--- src/rtl/prog_arb_pkg.sv ---
// rtl/prog_arb_pkg.sv - shared types for the programmer/MCU memory-port arbiter
package prog_arb_pkg;

  // Default bus widths of the memory port
  localparam int ARB_ADDR_W = 32;
  localparam int ARB_DATA_W = 32;

  // Port ownership: MCU, turnaround toward programmer, programmer, turnaround back
  typedef enum logic [1:0] {
    ARB_MCU,
    ARB_TO_PROG,
    ARB_PROG,
    ARB_TO_MCU
  } e_arb_state;

  // One queued programmer write at the default widths
  typedef struct packed {
    logic [ARB_ADDR_W-1:0] addr;
    logic [ARB_DATA_W-1:0] data;
  } prog_entry_t;

  // Packs an address/data pair into a queue entry at the default widths
  function automatic prog_entry_t make_entry(input logic [ARB_ADDR_W-1:0] addr,
                                             input logic [ARB_DATA_W-1:0] data);
    prog_entry_t e;
    e.addr = addr;
    e.data = data;
    return e;
  endfunction

endpackage

--- src/rtl/prog_mem_arbiter_fifo.sv ---
// rtl/prog_mem_arbiter_fifo.sv - show-ahead synchronous FIFO for queued programmer writes
module sync_fifo #(
  parameter int DEPTH = 4,
  parameter int WIDTH = 64
) (
  input  logic                       clk,
  input  logic                       rst,
  input  logic                       push,
  input  logic                       pop,
  input  logic [WIDTH-1:0]           din,
  output logic [WIDTH-1:0]           dout,
  output logic                       full,
  output logic                       empty,
  output logic [$clog2(DEPTH+1)-1:0] count
);

  localparam int PTR_W = $clog2(DEPTH);
  localparam int CNT_W = $clog2(DEPTH+1);

  logic [WIDTH-1:0] mem [DEPTH];
  logic [PTR_W-1:0] wr_ptr;
  logic [PTR_W-1:0] rd_ptr;
  logic             do_push;
  logic             do_pop;

  // A pop frees the slot in the same cycle, so a full FIFO still takes a push alongside a pop
  assign do_pop  = pop && !empty;
  assign do_push = push && (!full || do_pop);
  assign full    = (count == CNT_W'(DEPTH));
  assign empty   = (count == '0);

  // Head is read straight from the storage flops, so a push is visible the next cycle
  assign dout = mem[rd_ptr];

  // Storage write; contents need no reset because count gates visibility
  always_ff @(posedge clk) begin
    if (do_push) begin
      mem[wr_ptr] <= din;
    end
  end

  // Pointers and occupancy; pointers wrap naturally since DEPTH is a power of two
  always_ff @(posedge clk or posedge rst) begin
    if (rst) begin
      wr_ptr <= '0;
      rd_ptr <= '0;
      count  <= '0;
    end else begin
      if (do_push) wr_ptr <= wr_ptr + 1'b1;
      if (do_pop)  rd_ptr <= rd_ptr + 1'b1;
      case ({do_push, do_pop})
        2'b10:   count <= count + 1'b1;
        2'b01:   count <= count - 1'b1;
        default: count <= count;
      endcase
    end
  end

endmodule

--- src/rtl/prog_mem_arbiter.sv ---
// rtl/prog_mem_arbiter.sv - shares the memory port between the MCU bus and the programmer write queue
module prog_mem_arbiter
  import prog_arb_pkg::*;
#(
  parameter int FIFO_DEPTH = 4,
  parameter int ADDR_W     = ARB_ADDR_W,
  parameter int DATA_W     = ARB_DATA_W
) (
  input  logic              clk,
  input  logic              rst,
  input  logic              mcu_reset,
  input  logic [ADDR_W-1:0] prog_addr,
  input  logic [DATA_W-1:0] prog_data,
  input  logic              prog_we,
  output logic              prog_overflow,
  input  logic              mcu_req,
  input  logic              mcu_we,
  input  logic [ADDR_W-1:0] mcu_addr,
  input  logic [DATA_W-1:0] mcu_wdata,
  output logic              mcu_gnt,
  output logic              mcu_hold,
  output logic              mem_req,
  output logic              mem_we,
  output logic [ADDR_W-1:0] mem_addr,
  output logic [DATA_W-1:0] mem_wdata,
  input  logic              mem_ready,
  output logic              busy
);

  localparam int CNT_W = $clog2(FIFO_DEPTH+1);
  localparam int ENT_W = ADDR_W + DATA_W;

  e_arb_state        state;
  logic              mcu_reset_q;
  logic              mcu_reset_rise;
  logic [ENT_W-1:0]  fifo_din;
  logic [ENT_W-1:0]  fifo_dout;
  logic              fifo_full;
  logic              fifo_empty;
  logic [CNT_W-1:0]  fifo_count;
  logic              fifo_pop;
  logic              prog_drained;
  logic [ADDR_W-1:0] head_addr;
  logic [DATA_W-1:0] head_data;

  assign fifo_din  = {prog_addr, prog_data};
  assign head_addr = fifo_dout[DATA_W +: ADDR_W];
  assign head_data = fifo_dout[DATA_W-1:0];

  // Queue entries are only consumed while the programmer owns the port
  assign fifo_pop = (state == ARB_PROG) && !fifo_empty && mem_ready;

  // True when the queue will be empty after this cycle and nothing new is arriving
  assign prog_drained = !prog_we &&
                        (fifo_empty || ((fifo_count == CNT_W'(1)) && fifo_pop));

  assign mcu_reset_rise = mcu_reset && !mcu_reset_q;

  sync_fifo #(
    .DEPTH (FIFO_DEPTH),
    .WIDTH (ENT_W)
  ) u_fifo (
    .clk   (clk),
    .rst   (rst),
    .push  (prog_we),
    .pop   (fifo_pop),
    .din   (fifo_din),
    .dout  (fifo_dout),
    .full  (fifo_full),
    .empty (fifo_empty),
    .count (fifo_count)
  );

  // Ownership FSM; an MCU request already stalled on the port finishes before handover
  always_ff @(posedge clk or posedge rst) begin
    if (rst) begin
      state <= ARB_MCU;
    end else begin
      case (state)
        ARB_MCU: begin
          if ((mcu_reset || !fifo_empty || prog_we) && !(mcu_req && !mem_ready))
            state <= ARB_TO_PROG;
        end
        ARB_TO_PROG: state <= ARB_PROG;
        ARB_PROG: begin
          if (!mcu_reset && prog_drained)
            state <= ARB_TO_MCU;
        end
        ARB_TO_MCU: begin
          if (!fifo_empty || prog_we || mcu_reset_rise)
            state <= ARB_TO_PROG;
          else
            state <= ARB_MCU;
        end
        default: state <= ARB_MCU;
      endcase
    end
  end

  // Sticky drop flag; a fresh MCU-reset request from the programmer clears it
  always_ff @(posedge clk or posedge rst) begin
    if (rst) begin
      mcu_reset_q   <= 1'b0;
      prog_overflow <= 1'b0;
    end else begin
      mcu_reset_q <= mcu_reset;
      if (prog_we && fifo_full && !fifo_pop)
        prog_overflow <= 1'b1;
      else if (mcu_reset_rise)
        prog_overflow <= 1'b0;
    end
  end

  // Memory port mux; the port is idle during both turnaround states and while in reset
  always_comb begin
    mem_req   = 1'b0;
    mem_we    = 1'b0;
    mem_addr  = mcu_addr;
    mem_wdata = mcu_wdata;
    mcu_gnt   = 1'b0;
    mcu_hold  = 1'b1;
    unique case (state)
      ARB_MCU: begin
        mem_req  = mcu_req;
        mem_we   = mcu_we;
        mcu_gnt  = mcu_req && mem_ready;
        mcu_hold = 1'b0;
      end
      ARB_PROG: begin
        mem_req   = !fifo_empty;
        mem_we    = 1'b1;
        mem_addr  = head_addr;
        mem_wdata = head_data;
      end
      default: begin
        mem_req = 1'b0;
      end
    endcase
    if (rst) begin
      mem_req  = 1'b0;
      mcu_gnt  = 1'b0;
      mcu_hold = 1'b0;
    end
  end

  // Activity indicator for the programmer side
  assign busy = !rst && (!fifo_empty || (state != ARB_MCU));

endmodule

--- config.mk ---
export PLATFORM = sky130hd
export DESIGN_NAME = prog_mem_arbiter
export DESIGN_NICKNAME = d
export VERILOG_FILES = /design/src/rtl/prog_arb_pkg.sv /design/src/rtl/prog_mem_arbiter_fifo.sv /design/src/rtl/prog_mem_arbiter.sv
export SDC_FILE = /design/constraint.sdc
export NUM_CORES = 1
export LEC_CHECK = 0
export ABC_AREA = 1
export ABC_CLOCK_PERIOD_IN_PS = 4100
export CORE_MARGIN = 2
export CORE_UTILIZATION = 25
export DETAILED_ROUTE_END_ITERATION = 10
export GPL_ROUTABILITY_DRIVEN = 0
export GPL_TIMING_DRIVEN = 0
export HOLD_SLACK_MARGIN = 0.03
export MAX_ROUTING_LAYER = met4
export SLEW_MARGIN = 5
export SYNTH_ARGS = -nofsm -noshare
export SYNTH_HDL_FRONTEND = slang
export SYNTH_HIERARCHICAL = 1
export SYNTH_SLANG_ARGS = --single-unit
--- constraint.sdc ---
create_clock -name clk -period 4.1 [get_ports clk]
set_clock_uncertainty 0.15 [all_clocks]
set_input_delay 0.615 -clock clk [delete_from_list [all_inputs] [get_ports clk]]
set_output_delay 0.615 -clock clk [all_outputs]
set_load 0.02 [all_outputs]
==> results.md, run 1 <==
* CTS tree: yes
* Fraction of layout cells with a size suffix above 1 at 0.0870
* Ports at 205
* Vias at 7790
* Clk slew on worst S/H paths at 0.06 ns
* # setup viols final at 0
* P_leak at 0.00543 µW
* Die area at 0.0464 mm²
* R2R Setup Slk at 1.31 ns
* Area Growth Syn to Fin at 35.5%
* Die Y at 216 µm
* Cell Area, Placed at 0.0142 mm²
* Synth Cell Area at 0.0112 mm²
* Register area at 0.00796 mm²
* Hold path depth at 2
* First DRT Iteration DRCs at 367
* Cells after synthesis at 941
* Syn Area/Cell at 11.9 µm²
* Post-route antenna net violation count at 0
* WL/cell at 17.0 µm
* Crit-path max FO at 10
* Tmin final at 3.62 ns
* First-pass GRT wire length at 46.0 mm
* Ratio of final minimum period to clock period at 0.883
* Layout Cells excl Fill at 1801
* Number of global-route vias before repair at 7811
* Dpl hpwl at 20.8 mm
* DR pass1 iterations at 5
* Clk_lat worst skew at 0.54 ns
* Worst R2R Path Depth at 9
* R2r startpoint: state[0]
* DRC Markers at 0
* CTS max path bufs at 3
* Post-CTS Setup Repair Bufs at 0
* Worst Path Required at 3.34 ns
* Min-Delay Endpoint: prog_overflow
* Setup CP Type: reg -> out
* Drt total wl at 30.6 mm
* Initial Utilization at 0.253
* GR Util All Layers at 0.133
* Final net count at 1329
* Most frequent cells in the layout: edfxtp_1 (256), nand2_1 (222), clkdlybuf4s50_1 (204), nor2_1 (140), o21ai_0 (84)
* Fillers at 4312
* Cell variety after synth at 27
* Sink Count at 267
* Critical Path Source Type: flop
* Root Driver: clkbuf_16
* Hold_buf cts at 0
* Worst slew pin tran at 0.793 ns
* Final hold vios at 0
* Hold Crit Class: reg -> reg
* Design Power at 11100 µW
* RSZ-0062 raised after global routing: no
* Sequential share of the synthesized area at 0.712
* Synthesized flop and latch total at 267
* Max cap viols at 0
* IO Port Bufs at 204
* Site Rows at 77
* Global route total overflow at 0
* WP data arrival at 2.85 ns
* Antenna violations before repair at 2
* CTS H-Tree Depth at 1
* Peak VDD IR at 0.323 mV
* Fmax at 276 MHz
* Post-route cell area at 0.0152 mm²
* Area of the multi-input gates at 0.00273 mm²
* Commonest non-fill, non-tap cell in the layout: edfxtp_1
* DR vias/cell at 4.33
* Power per Cell Area at 730 mW/mm²
* Die width at 216 µm
* R2r endpoint: u_fifo/mem[2][30]
* Num CTS Buffers at 29
* Syn_nets at 1085
* Status: completed
* Slew headroom at 0.470
* Dpl cells at 1746
* Core Region at 0.0442 mm²
* Hold Startpoint: prog_overflow
* # resized after CTS at 0
* Yosys warnings at 6
* Slew Viols, Final at 0
* Largest net degree at the start of global routing at 27
* Crit end category: output port
-- per-layer routing --
layer | vias to the layer above | global-route usage | wire length [µm]
met4 | 0 | 0.0425 | 635
met5 | - | - | 0
met1 | 3725 | 0.168 | 13500
li1 | 3812 | - | -
met2 | 214 | 0.218 | 14800
met3 | 39 | 0.0203 | 1600
-- critical path: stages, from the launching register on --
cell and delay [ns]:
dfrtp_1 0.51, buf_6 0.23, clkbuf_1 0.46, nor2_1 0.11, o22ai_1 0.15, nand2_1 0.10, nand2_1 0.12, clkdlybuf4s50_1 0.62
-- power breakdown --
group          switching [µW]  total [µW]  internal (µW)  leakage, µW
clock network            1040        2590           1550     0.000465
logic                    2950        4730           1790      0.00248
registers                 143        3740           3600      0.00248
total                    4130       11100           6930      0.00543
-- cells by family after synthesis --
family,Yosys count,share of synthesized area
adders and majority gates,9,0.0107
DFF,267,0.712
buffers and inverters,82,0.0470
AOI/OAI and AO/OA,200,0.0977
and+or+nand+nor,381,0.131
xor gates and xnor gates,2,0.00157
-- state kept, by name (all words and copies together) (netlist names) --
register and count:
u_fifo/mem 256, u_fifo/wr_ptr 2, state 2, mcu_reset_q 1
prog_overflow 1, u_fifo/count 3, u_fifo/rd_ptr 2
-- how the worst max path moves through the flow --
stage / slack (ns) / from / cells past startpoint / to
floorplan: -0.38 / state[0] / 8 / u_fifo/mem[0][0]
global placement: -3.32 / mem_ready / 5 / u_fifo/mem[3][30]
detailed placement: 0.91 / u_fifo/rd_ptr[0] / 7 / mem_wdata[20]
CTS: 0.31 / u_fifo/rd_ptr[0] / 9 / mem_wdata[1]
global route: 0.20 / u_fifo/rd_ptr[0] / 8 / mem_wdata[13]
finish: 0.48 / u_fifo/rd_ptr[0] / 7 / mem_addr[11]
-- final cells by class --
cell class	count	share of cell area
tap	592	0.0489
clock inverter	22	0.0147
multi-input combinational	592	0.180
clock buffer	31	0.0484
timing repair buffer	213	0.148
buffer	55	0.0278
inverter	27	0.00685
sequential	267	0.526
antenna	2	0.000330
-- cell usage after synthesis --
cell type,instances,area share
a21oi_1,5,0.0022
clkbuf_2,2,0.00090
nor3_2,1,0.00090
ha_1,8,0.0090
o22ai_1,64,0.036
nor2_1,144,0.048
o21ai_4,1,0.0015
edfxtp_1,256,0.69
fa_1,1,0.0018
nor3_1,1,0.00045
buf_2,5,0.0022
clkbuf_1,18,0.0060
inv_2,2,0.00067
inv_1,24,0.0081
o21ai_0,84,0.038
dfrtp_1,11,0.025
buf_4,5,0.0034
nand2_1,222,0.075
nor2_2,2,0.0011
nand3_1,8,0.0036
nand2_2,1,0.00056
buf_6,25,0.025
inv_4,1,0.00056
nand3_2,1,0.00090
xor2_1,2,0.0016
nand3b_1,1,0.00067
o21ai_1,46,0.021
-- stage by stage --
stage | hold WS (ns) | util | TNS, ns | setup slack [ns]
3_5_place_dp | 0.337 | 0.321 | 0 | 0.911
3_3_place_gp | 0.332 | 0.316 | -824.27 | -3.32
2_1_floorplan | 0.231 | - | -98.36 | -0.384
6_report | 0.343 | 0.343 | 0 | 0.482
4_1_cts | 0.340 | 0.343 | 0 | 0.307
5_1_grt | 0.365 | 0.343 | 0 | 0.196
No activity file was read; power rests on OpenSTA's default activity.
==> run 2: changes to the inputs <==
--- a/config.mk
+++ b/config.mk
@@ -8,12 +8,12 @@
 export ABC_AREA = 1
 export ABC_CLOCK_PERIOD_IN_PS = 4100
 export CORE_MARGIN = 2
-export CORE_UTILIZATION = 25
+export CORE_UTILIZATION = 47
 export DETAILED_ROUTE_END_ITERATION = 10
 export GPL_ROUTABILITY_DRIVEN = 0
-export GPL_TIMING_DRIVEN = 0
 export HOLD_SLACK_MARGIN = 0.03
 export MAX_ROUTING_LAYER = met4
+export PLACE_DENSITY = 0.76
 export SLEW_MARGIN = 5
 export SYNTH_ARGS = -nofsm -noshare
 export SYNTH_HDL_FRONTEND = slang
==> run 2 against run 1 <==
Combinational power shrank 14%; routed wire length shrank 19%; critical path type unchanged; non-clock buffer count shrank 49; die area shrank 46%; cell count shrank 18%; first-iteration DRC count grew 34%; setup slack lost 0.10 ns; via count shrank 2.5%; sequential share of layout area grew 3.9 points; global-route usage grew 6.6 points; worst hold slack lost 0.022 ns; maximum frequency shrank 2.8%.
==> results.md, run 2 (synthesized netlist as in run 1, its figures left out) <==
* Status: completed
* CTS max path bufs at 3 (unchanged)
* Peak VDD IR at 0.402 mV (+24%)
* Max cap viols at 0 (unchanged)
* Die area at 0.0250 mm² (-46%)
* Die width at 158 µm (-27%)
* Slowest stage cell, crit path: dfrtp_2
* Area Growth Syn to Fin at 26.3%
* Global route total overflow at 0 (unchanged)
* # setup viols final at 0 (unchanged)
* Vias at 7597 (-2.5%)
* Largest register by flop count: u_fifo/mem
* Slew headroom at 0.481 (+0.0107)
* Clk slew on worst S/H paths at 0.06 ns (about the same)
* Dpl cells at 1424 (-18%)
* Number of global-route vias before repair at 7541 (-3.5%)
* Post-route antenna net violation count at 0 (unchanged)
* Die Y at 158 µm (-27%)
* Tmin final at 3.72 ns (+0.105 ns)
* CTS tree: yes
* Crit end category: output port
* WP data arrival at 2.96 ns (+0.11 ns)
* Root Driver: clkbuf_16
* Final Util at 0.603 (+0.261)
* Core Region at 0.0234 mm² (-47%)
* Crit-path max FO at 34 (+24)
* Dpl hpwl at 14.7 mm (-29%)
* Design Power at 9940 µW (-10%)
* CP peak stage delay at 0.77 ns (+0.15 ns)
* Largest net degree at the start of global routing at 130 (+380%)
* Worst slew pin tran at 0.779 ns (-0.0142 ns)
* Worst setup path end: mem_wdata[17]
* Ratio of final minimum period to clock period at 0.908 (+0.0256)
* Max reg flops at 256 (unchanged)
* Hold_buf cts at 0 (unchanged)
* Setup CP Type: reg -> out
* R2r startpoint: state[0]
* Final hold vios at 0 (unchanged)
* Layout Cells excl Fill at 1469 (-18%)
* Critical Path Source Type: flop
* CTS H-Tree Depth at 1 (unchanged)
* First DRT Iteration DRCs at 492 (+34%)
* Hold Crit Class: in -> async
* Clk_lat worst skew at 0.50 ns (-0.04 ns)
* Final TNS setup at 0 ns (unchanged)
* Fmax at 269 MHz (-2.8%)
* R2r endpoint: u_fifo/mem[3][35]
* Power per Cell Area at 704 mW/mm² (-3.6%)
* GR Util All Layers at 0.198 (+0.0658)
* Fraction of layout cells with a size suffix above 1 at 0.0539 (-0.0331)
* Sink Count at 267 (unchanged)
* CP startpoint: u_fifo/rd_ptr[1]
* Initial Utilization at 0.478 (+0.225)
* RSZ-0062 raised after global routing: no
* DR vias/cell at 5.17 (+20%)
* Critical path depth at 6 (-1)
* Place WS at 0.907 ns (-0.00374 ns)
* DR pass1 iterations at 5 (unchanged)
* # resized after CTS at 0 (unchanged)
* Worst Path Required at 3.34 ns (about the same)
* Final worst slack at 0.377 ns (-0.105 ns)
* Leading registers by flop count: u_fifo/mem x256, u_fifo/count x3
* WL/cell at 16.8 µm (-1.2%)
* Number of diodes at 0 (-2)
* Ports at 205 (unchanged)
* Top delay family on crit path: buffers and inverters
* P_leak at 0.00510 µW (-6.0%)
* R2R Setup Slk at 1.30 ns (about the same)
* IO Port Bufs at 204 (unchanged)
* Site Rows at 56 (-27%)
* Cell repeated most along the worst path: nand2_1
* Final net count at 1276 (-4.0%)
* Drt total wl at 24.7 mm (-19%)
* First-pass GRT wire length at 37.6 mm (-18%)
* Critical path buffer and inverter count at 2 (-1)
* Most frequent cells in the layout: edfxtp_1 (256), nand2_1 (222), clkdlybuf4s50_1 (204), nor2_1 (140), o21ai_0 (84)
* Post-CTS Setup Repair Bufs at 0 (unchanged)
* DRC Markers at 0 (unchanged)
* Worst R2R Path Depth at 9 (unchanged)
* Num CTS Buffers at 25 (-14%)
* Commonest non-fill, non-tap cell in the layout: edfxtp_1
* Antenna violations before repair at 0 (-2)
* Worst path cell trace: buf_4 > o21ai_0 > o22ai_1 > nand2_1 > nand2_1 > clkdlybuf4s50_1
* Slew Viols, Final at 0 (unchanged)
run 2: how the worst min path moves through the flow:
stage | slack [ns] | from | endpoint
2_1_floorplan | 0.23 | rst | mcu_reset_q
3_3_place_gp | 0.34 | prog_overflow | prog_overflow
3_5_place_dp | 0.34 | prog_overflow | prog_overflow
4_1_cts | 0.30 | rst | state[0]
5_1_grt | 0.33 | rst | state[0]
6_report | 0.32 | rst | prog_overflow
run 2: metrics by stage:
stage	area, µm²	hold slack [ns]
floorplan	11200	0.231
global placement	13400	0.341
detailed placement	13400	0.339
CTS	14100	0.297
global route	14100	0.327
finish	14100	0.321
run 2: power by group:
part	leakage [µW]	internal, µW	switching, µW
Clock	0.000352	1150	900
Combinational	0.00227	1490	2600
Sequential	0.00247	3610	191
Total	0.00510	6250	3690
run 2: final cells by class:
class | count | area [µm²]
clock buffer | 38 | 684
sequential | 267 | 7970
multi-input combinational | 592 | 2730
tap | 319 | 399
inverter | 27 | 104
clock inverter | 7 | 32.5
fill | 1869 | 9280
timing repair buffer | 219 | 2200
run 2: metal layers:
metal	up-vias	routed length, µm	global-route usage
met1	3652	10300	0.248
met3	30	1450	0.0308
met2	222	12400	0.342
met5	-	0	-
met4	0	441	0.0519
li1	3693	-	-
==> run 3: changes to the inputs <==
--- a/config.mk
+++ b/config.mk
@@ -14,7 +14,7 @@
 export HOLD_SLACK_MARGIN = 0.03
 export MAX_ROUTING_LAYER = met4
 export PLACE_DENSITY = 0.76
-export SLEW_MARGIN = 5
+export SETUP_SLACK_MARGIN = 0.2
 export SYNTH_ARGS = -nofsm -noshare
 export SYNTH_HDL_FRONTEND = slang
 export SYNTH_HIERARCHICAL = 1
==> run 3 against run 2 <==
Critical path depth grew 1; total power barely moved; clock-buffer cell count is the same; combinational power hardly changed; highest routed layer unchanged; critical endpoint is now mem_addr[3]; global-route usage unchanged; die area is the same; utilization barely moved; setup slack gained 0.046 ns; routed wire length barely moved; sequential share of layout area about the same.
==> results.md, run 3 (synthesized netlist as in run 1, its figures left out) <==
* Status: completed
* Post-route cell area at 0.0141 mm² (about the same)
* WP data arrival at 2.91 ns (-0.05 ns)
* Peak VDD IR at 0.402 mV (about the same)
* M1 wire length at 10.3 mm (about the same)
* WL/cell at 16.8 µm (about the same)
* Antenna violations before repair at 0 (unchanged)
* RSZ-0062 raised after global routing: no
* Area Growth Syn to Fin at 26.3% (about the same)
* Final Util at 0.603 (about the same)
* Crit-path max FO at 48 (+41%)
* Fmax at 272 MHz (+1.2%)
* Largest net degree at the start of global routing at 130 (unchanged)
* Number of diodes at 0 (unchanged)
* Worst Path Required at 3.34 ns (about the same)
* Layout Cells excl Fill at 1469 (unchanged)
* Die Y at 158 µm (unchanged)
* Drt total wl at 24.6 mm (about the same)
* Critical Path Source Type: flop
* Core Region at 0.0234 mm² (unchanged)
* Leading registers by flop count: u_fifo/mem x256, u_fifo/count x3
* Commonest non-fill, non-tap cell in the layout: edfxtp_1
* Power per Cell Area at 704 mW/mm² (about the same)
* Final hold vios at 0 (unchanged)
* Post-CTS Setup Repair Bufs at 0 (unchanged)
* Tmin final at 3.68 ns (-0.0458 ns)
* CTS tree: yes
* Dpl cells at 1424 (unchanged)
* Slew Viols, Final at 0 (unchanged)
* Max reg flops at 256 (unchanged)
* Wire length on met2 at 12.4 mm (about the same)
* DR WL met3 at 1.44 mm (-1.1%)
* Most frequent cells in the layout: edfxtp_1 (256), nand2_1 (222), clkdlybuf4s50_1 (204), nor2_1 (140), o21ai_0 (84)
* DR pass1 iterations at 5 (unchanged)
* # setup viols final at 0 (unchanged)
* Initial Utilization at 0.478 (unchanged)
* R2R Setup Slk at 1.30 ns (about the same)
* Global route total overflow at 0 (unchanged)
* Fraction of layout cells with a size suffix above 1 at 0.0539 (unchanged)
* Final net count at 1276 (unchanged)
* DR vias/cell at 5.17 (about the same)
* DRC Markers at 0 (unchanged)
* R2r startpoint: state[0]
* Slew headroom at 0.481 (about the same)
* First-pass GRT wire length at 37.6 mm (unchanged)
* Ratio of final minimum period to clock period at 0.897 (-0.0112)
* P_leak at 0.00510 µW (about the same)
* Site Rows at 56 (unchanged)
* Clk_lat worst skew at 0.50 ns (about the same)
* Hold Crit Class: in -> async
* Root Driver: clkbuf_16
* Fillers at 1870 (+0.054%)
* Clk slew on worst S/H paths at 0.06 ns (about the same)
* IO Port Bufs at 204 (unchanged)
* Largest register by flop count: u_fifo/mem
* Ports at 205 (unchanged)
* Final TNS setup at 0 ns (unchanged)
* First DRT Iteration DRCs at 492 (unchanged)
* Highest routed layer: met4
* Setup CP Type: reg -> out
* Num CTS Buffers at 25 (unchanged)
* CTS max path bufs at 3 (unchanged)
* Worst R2R Path Depth at 9 (unchanged)
* Fin Hold WS at 0.320 ns (-0.000427 ns)
* Vias at 7598 (+0.013%)
* Worst slew pin tran at 0.779 ns (-0.0000355 ns)
* Cell Area, Placed at 0.0134 mm² (unchanged)
* Die area at 0.0250 mm² (unchanged)
* CTS H-Tree Depth at 1 (unchanged)
* R2r endpoint: u_fifo/mem[3][35]
* Die width at 158 µm (unchanged)
* Sink Count at 267 (unchanged)
* Number of global-route vias before repair at 7541 (unchanged)
* Max cap viols at 0 (unchanged)
* GR Util All Layers at 0.198 (unchanged)
* Post-route antenna net violation count at 0 (unchanged)
* Crit end category: output port
* Dpl hpwl at 14.7 mm (unchanged)
## run 3: cell counts in the layout (fill, tap and decap cells not counted)
No cell type changed its count.
## run 3: per-layer routing
layer,track usage,vias up
li1,-,3693
met1,0.248,3652
met2,0.342,223
met3,0.0308,30
met4,0.0519,0
met5,-,-
## run 3: per-stage QoR
stage | setup slack, ns | power, µW
floorplan | -0.384 | 6580
global placement | 0.967 | 7860
detailed placement | 0.907 | 7960
CTS | 0.362 | 10000
global route | 0.208 | 10500
finish | 0.423 | 9940
## run 3: final cells by class
cell class                      instances  area [µm²]  share of cell area
Clock inverter                          7        32.5             0.00230
Sequential cell                       267        7970               0.564
Inverter                               27         104             0.00735
Timing Repair Buffer                  219        2200               0.156
Clock buffer                           38         684              0.0485
Tap cell                              319         399              0.0283
Multi-Input combinational cell        592        2730               0.193
## run 3: report_power, final
| part | internal (µW) | leakage, µW | switching, µW | total, µW |
|---|---|---|---|---|
| Clock | 1150 | 0.000352 | 901 | 2050 |
| Sequential | 3610 | 0.00247 | 191 | 3800 |
| Combinational | 1490 | 0.00227 | 2600 | 4090 |
## run 3: worst max path at each step
| stage | endpoint | startpoint |
|---|---|---|
| 4_1_cts | mem_addr[7] | state[0] |
| 3_5_place_dp | mem_addr[20] | state[0] |
| 5_1_grt | mem_addr[12] | state[0] |
| 2_1_floorplan | u_fifo/mem[0][0] | state[0] |
| 3_3_place_gp | mem_addr[28] | state[0] |
| 6_report | mem_addr[3] | u_fifo/rd_ptr[0] |
## run 3: worst max-delay path: stages (launching register included)
cell             delay [ns]
dfrtp_4                0.50
inv_4                  0.39
buf_12                 0.30
o21ai_1                0.14
o22ai_1                0.22
nand2_1                0.11
nand2_1                0.11
clkdlybuf4s50_1        0.60
## run 3: repair_timing
item                                    4_1_cts  5_1_grt
hold buffers                                  0        0
endpoints found under the setup margin        0        2
endpoints found under the hold margin         0        0
resized for setup                             0        1
